--- src/rtl/fifo_rr_arbiter_pkg.sv ---
// fifo_rr_arbiter_pkg
// Shared constants for the round-robin FIFO merge arbiter.
//   DATA_SIZE_DEF : default token width, MSB is the tag bit carried through
//   NUM_CH        : number of upstream channels (the picker is built for 4)
//   CNT_W         : width of the delivered-token counter
//   LAST_GRANT_RST: lastGrant reset value, chosen so channel 0 is scanned first
package fifo_rr_arbiter_pkg;

   localparam int DATA_SIZE_DEF = 8;
   localparam int NUM_CH = 4;
   localparam int CNT_W = 16;
   localparam logic [1:0] LAST_GRANT_RST = 2'd3;

endpackage

--- src/rtl/fifo_rr_arbiter_rr_pick4.sv ---
// rr_pick4
// Purely combinational rotating-priority picker for four requesters.
// The scan starts at the channel after lastGrant and wraps modulo 4, so the
// most recently served channel has the lowest priority.
//   req       : request vector, bit i = channel i wants service
//   lastGrant : index of the channel served most recently
//   grant     : one-hot grant (all zero when nothing requests)
//   grantIdx  : binary index of the granted channel (0 when nothing requests)
//   anyValid  : at least one request present
module rr_pick4 (
   input  logic [3:0] req,
   input  logic [1:0] lastGrant,
   output logic [3:0] grant,
   output logic [1:0] grantIdx,
   output logic       anyValid
);

   // Walk the four positions after lastGrant in order; the first requester
   // found wins and later positions are ignored.
   always_comb begin
      logic [1:0] idx;
      logic found;
      grant = 4'b0000;
      grantIdx = 2'd0;
      found = 1'b0;
      idx = 2'd0;
      for (int i = 1; i <= 4; i++) begin
         idx = lastGrant + 2'(i);
         if (!found && req[idx]) begin
            found = 1'b1;
            grant[idx] = 1'b1;
            grantIdx = idx;
         end
      end
      anyValid = found;
   end

endmodule

--- src/rtl/fifo_rr_arbiter.sv ---
// fifo_rr_arbiter
// Merges NUM_CH upstream FIFOs into one downstream FIFO using round-robin
// arbitration. A single holding register sits between the upstream heads and
// the downstream write port; it can drain and refill on the same edge so a
// continuous stream moves at one token per cycle.
//   clk, rst   : clock and asynchronous active-high reset
//   inData     : upstream head tokens, channel i at [i*DATA_SIZE +: DATA_SIZE]
//   inEmpty    : upstream empty flags
//   inRead     : upstream read strobes, at most one high, combinational
//   chanEnable : per-channel arbitration mask
//   outData    : token in the holding register
//   outWrite   : downstream write strobe (holding register valid)
//   outFull    : downstream full flag
//   grantIdx   : channel the held token came from
//   tokenCount : tokens accepted downstream since reset, wraps at 16 bits
module fifo_rr_arbiter
   import fifo_rr_arbiter_pkg::*;
#(
   parameter int DATA_SIZE = DATA_SIZE_DEF,
   parameter int NUM_CH = fifo_rr_arbiter_pkg::NUM_CH
) (
   input  logic                      clk,
   input  logic                      rst,
   input  logic [NUM_CH*DATA_SIZE-1:0] inData,
   input  logic [NUM_CH-1:0]         inEmpty,
   output logic [NUM_CH-1:0]         inRead,
   input  logic [NUM_CH-1:0]         chanEnable,
   output logic [DATA_SIZE-1:0]      outData,
   output logic                      outWrite,
   input  logic                      outFull,
   output logic [1:0]                grantIdx,
   output logic [CNT_W-1:0]          tokenCount
);

   logic             outValid;
   logic [1:0]       lastGrant;
   logic [3:0]       eligible;
   logic [3:0]       pickGrant;
   logic [1:0]       pickIdx;
   logic             pickAny;
   logic             holdFree;
   logic             doLoad;
   logic [DATA_SIZE-1:0] pickData;

   // A channel competes only when it has data and is enabled this very cycle,
   // so dropping chanEnable blocks a read combinationally.
   assign eligible = ~inEmpty & chanEnable;

   rr_pick4 picker (
      .req(eligible),
      .lastGrant(lastGrant),
      .grant(pickGrant),
      .grantIdx(pickIdx),
      .anyValid(pickAny)
   );

   // The holding register can accept a new token when empty, or when its
   // current token is being taken downstream on this edge.
   assign holdFree = ~outValid | ~outFull;
   assign doLoad = ~rst & holdFree & pickAny;
   assign inRead = doLoad ? pickGrant : 4'b0000;
   assign outWrite = outValid;

   // Select the winning channel's head token for the holding register.
   always_comb begin
      pickData = '0;
      for (int i = 0; i < NUM_CH; i++) begin
         if (pickIdx == 2'(i)) begin
            pickData = inData[i*DATA_SIZE +: DATA_SIZE];
         end
      end
   end

   // Holding register, round-robin pointer and delivery counter. A token counts
   // as delivered on any edge where it is presented and downstream has room,
   // independently of whether a new token replaces it.
   always_ff @(posedge clk or posedge rst) begin
      if (rst) begin
         outValid <= 1'b0;
         outData <= '0;
         grantIdx <= 2'd0;
         lastGrant <= LAST_GRANT_RST;
         tokenCount <= '0;
      end else begin
         if (outValid && !outFull) begin
            tokenCount <= tokenCount + 16'd1;
         end
         if (holdFree) begin
            if (pickAny) begin
               outValid <= 1'b1;
               outData <= pickData;
               grantIdx <= pickIdx;
               lastGrant <= pickIdx;
            end else begin
               outValid <= 1'b0;
            end
         end
      end
   end

endmodule

--- config.mk ---
export PLATFORM = sky130hd
export DESIGN_NAME = fifo_rr_arbiter
export DESIGN_NICKNAME = d
export VERILOG_FILES = /design/src/rtl/fifo_rr_arbiter_pkg.sv /design/src/rtl/fifo_rr_arbiter_rr_pick4.sv /design/src/rtl/fifo_rr_arbiter.sv
export SDC_FILE = /design/constraint.sdc
export NUM_CORES = 1
export LEC_CHECK = 0
export ABC_AREA = 1
export CORE_ASPECT_RATIO = 0.7
export CORE_MARGIN = 2
export CORE_UTILIZATION = 48
export CTS_CLUSTER_DIAMETER = 30
export DETAILED_ROUTE_END_ITERATION = 10
export GPL_TIMING_DRIVEN = 0
export PLACE_DENSITY_LB_ADDON = 0.3
export SYNTH_ARGS = -nofsm -noshare
export SYNTH_HDL_FRONTEND = slang
export SYNTH_SLANG_ARGS = --single-unit
--- constraint.sdc ---
create_clock -name clk -period 7.48 [get_ports clk]
set_input_delay 1.122 -clock clk [delete_from_list [all_inputs] [get_ports clk]]
set_output_delay 1.122 -clock clk [all_outputs]
set_load 0.03 [all_outputs]
==> flow_summary.yaml <==
power_and_ir_drop:
  power_density_nw_per_um2: 437.6
  seqPwrFrac_pct: 21.1
  power_frac_clock_pct: 11.0
  p_leak_nw: 1.466
  sw_frac_of_total_pct: 50.64
  p_sw_uw: 645.9
  p_comb_share_pct: 67.9
  internal_power_uw: 629.7
  finalPower_mw: 1.276
  peakVddDrop_v: 0.0002811
cts:
  cts_tree: "yes"
  cts_made_buffers: 5
  cts_setup_buffers: 0
  ctsResizeCount: 0
  path_clk_slew_ns: 0.06
  clk_latency_ns: 0.27
  ctsHoldBuffers: 0
  htree_levels: 2
  clk_path_buf_depth: 2
  cts_sinks: 29
  cts_root_buf: "clkbuf_8"
timing:
  setup_viol: 0
  slew_headroom_pct: 28.08
  fin_setup_tns_ns: 0
  fin_crit_ns: 4.810
  fin_worst_skew_ns: 0.003003
  fmax_mhz: 207.9
  holdWs_ns: 0.4714
  period_share_pct: 64.31
  rsz0062_at_grt: "false"
  hold_violations: 0
  tightestPinTransition_ns: 1.078
  drv_slew: 0
synthesis:
  synth-main-ff-cell: "dfrtp_1"
  seq_area_frac_synth_pct: 36.08
  async_flop_share_pct: 100.0
  syn_nets: 317
  synthDistinctLibCells: 30
  ys_warn_count: 0
  synth-edff-count: 0
  synthCells: 265
  netlist_area_um2: 2018
  avgSynthCellArea_um2: 7.616
  synth-seq-cells: 29
job:
  maxCapViolCount: 0
critical_path:
  arrival_ns: 3.69
  path_max_fanout: 10
  worstSetupEndpointType: "output pin"
  path_buf_inv: 5
  path_cells: "clkdlybuf4s50_1 > nand3_1 > nand3_2 > nand2_4 > inv_2 > nor2_2 > nand4_1 > nand2_1 > inv_2 > buf_2 > nand2_1 > a41oi_1 > clkdlybuf4s50_1"
  path_delay_family: "buffers and inverters"
  crit_path_max_incr_delay_ns: 0.70
  critical_path_class: "input pin to output pin"
  cpMaxStageDelayCell: "clkdlybuf4s50_1"
  start_kind: "input pin"
  cp.required_ns: 6.36
route:
  routed_wl_mm: 5.035
  vias_per_cell: 5.093
  wl_per_cell_um: 12.65
  dr.first_iter.drc_count: 122
  drc: 0
  final_antenna_net_count: 0
  first_pass_iters: 4
  vias: 2027
outcome:
  status: "finished, final reports clean"
global_routing:
  grt_start_max_net_pins: 31
  met1_usage_pct: 32.31
  grt_pass1_wl_mm: 8.466
  grt_use_met2_pct: 35.60
  track_usage_pct: 23.41
  grt-busiest-layer: "met2"
  antenna_found_initial: 0
  grt_pass1_vias: 1822
  grtUsageMet3_pct: 7.321
  grt.overflow.total: 0
placed_design:
  dp_hpwl_mm: 4.086
  place_congestion: 0.8926
  place.port_buffers: 73
final_layout:
  nets: 397
  drive_gt1_share_pct: 11.27
  syn_to_final_growth_pct: 44.45
  diodes: 0
  fill_cells: 302
floorplanning:
  io_pins: 74
  die_h_um: 58.25
  fp.coreArea_um2: 3970
  num_rows: 19
  initial_core_util_pct: 50.84
  die-area_um2: 4747
  die_w_um: 81.50
hold_path:
  holdCritPathClass: "flop to flop"
## cell usage after synthesis, drive strengths merged, types with 3 or more instances
library cell  instances  area share, %
nor2                  7            1.7
dfrtp                27             33
ha                    9            5.6
nand3                40             12
nor3                  3            1.3
a21oi                 3           0.74
o21ai                10            2.5
nand2                85             17
xnor2                 5            2.2
buf                   5            2.0
o21bai                4            1.5
nand4                 9            2.8
xor2                 10            4.3
inv                  38            7.1
## metrics by stage
| step | setup WS [ns] | area [um2] | utilization, % | cells |
|---|---|---|---|---|
| after global routing | 2.447 | 2915 | 73.43 | 398 |
| after floorplan | 3.715 | 2018 | - | 265 |
| final | 2.670 | 2915 | 73.43 | 398 |
| after global placement | 2.699 | 2814 | 70.88 | 390 |
| after detailed placement | 2.663 | 2814 | 70.88 | 390 |
| after CTS | 2.668 | 2915 | 73.43 | 398 |
## cells in the final DEF (no fill, tap or decap), types with 2 or more instances in the layout
| master | n |
|---|---|
| nor2_1 | 4 |
| buf_2 | 2 |
| inv_2 | 6 |
| buf_6 | 2 |
| nor2_2 | 3 |
| ha_1 | 9 |
| xor2_1 | 10 |
| nand2_4 | 3 |
| o21ai_0 | 4 |
| a41oi_1 | 2 |
| nand4_1 | 9 |
| dfstp_2 | 2 |
| xnor2_1 | 5 |
| clkdlybuf4s50_1 | 73 |
| a21oi_1 | 3 |
| nor3_1 | 2 |
| clkbuf_8 | 7 |
| o21bai_1 | 4 |
| nand2_1 | 80 |
| o22ai_1 | 2 |
| nand3_1 | 32 |
| nand3_2 | 8 |
| dfrtp_1 | 27 |
| o21ai_1 | 6 |
| nand2_2 | 2 |
| inv_1 | 32 |
## worst reg2reg max path, stage by stage, from the launching register on
cell and delay, ns:
dfstp_2 0.63, inv_2 0.15, ha_1 0.40, inv_1 0.17, nand3_2 0.11, nand2_4 0.14
inv_2 0.08, nor2_2 0.11, nand3_1 0.13, nand3_2 0.11, nand3_2 0.10, buf_6 0.16
o21ai_1 0.12, inv_1 0.05, nand2_1 0.07, nand2_1 0.05
## power by group through the flow
stage / clock network (mW) / logic [mW] / registers (mW)
2_1_floorplan: 0 / 0.523 / 0.355
3_3_place_gp: 0 / 0.842 / 0.269
3_5_place_dp: 0 / 0.861 / 0.271
4_1_cts: 0.142 / 0.865 / 0.269
5_1_grt: 0.152 / 0.959 / 0.277
6_report: 0.141 / 0.866 / 0.269
## flip-flops by register name (all words and copies together), names as in the netlist
name and flops:
grantIdx 2, lastGrant 2, tokenCount 16, outData 8, outWrite 1
## per-layer routing
metal | routed length [um] | share of wire, %
met2 | 2195 | 44
met3 | 423 | 8.4
met4 | 56 | 1.1
met1 | 2359 | 47
met5 | 0 | 0
## kinds of logic (layout without fill, tap and decap cells)
family	Yosys count	count (layout)	synth area share, %
adders and majority gates	9	9	5.580
and+or+nand+nor	147	147	36.14
AOI/OAI and AO/OA	22	22	6.634
buffers and inverters	43	124	9.052
DFF	29	29	36.08
xor gates and xnor gates	15	15	6.509
## worst paths after layout
path / startpoint / to / slack (ns) / cells after the start
setup / recovery: chanEnable[0] / inRead[1] / 2.67 / 13
hold reg to reg: tokenCount[15] / tokenCount[15] / 0.47 / 1
setup reg to reg: lastGrant[0] / outData[4] / 4.80 / 15
max in group asynchronous: rst / outWrite / 5.42 / 2
hold / removal: tokenCount[15] / tokenCount[15] / 0.47 / 1
min in group asynchronous: rst / tokenCount[12] / 1.42 / 2
## area by class of cell
class                      count  area, um2  area share (%)
buffer                         5      40.04           1.373
clock buffer                   7      96.34           3.305
clock inverter                 1      5.005          0.1717
inverter                      38      142.6           4.893
multi-input combinational    193       1107           37.98
sequential                    29      728.2           24.98
tap                           52      65.06           2.232
timing repair buffer          73      730.7           25.06
Power figures use the tool's default switching activity.
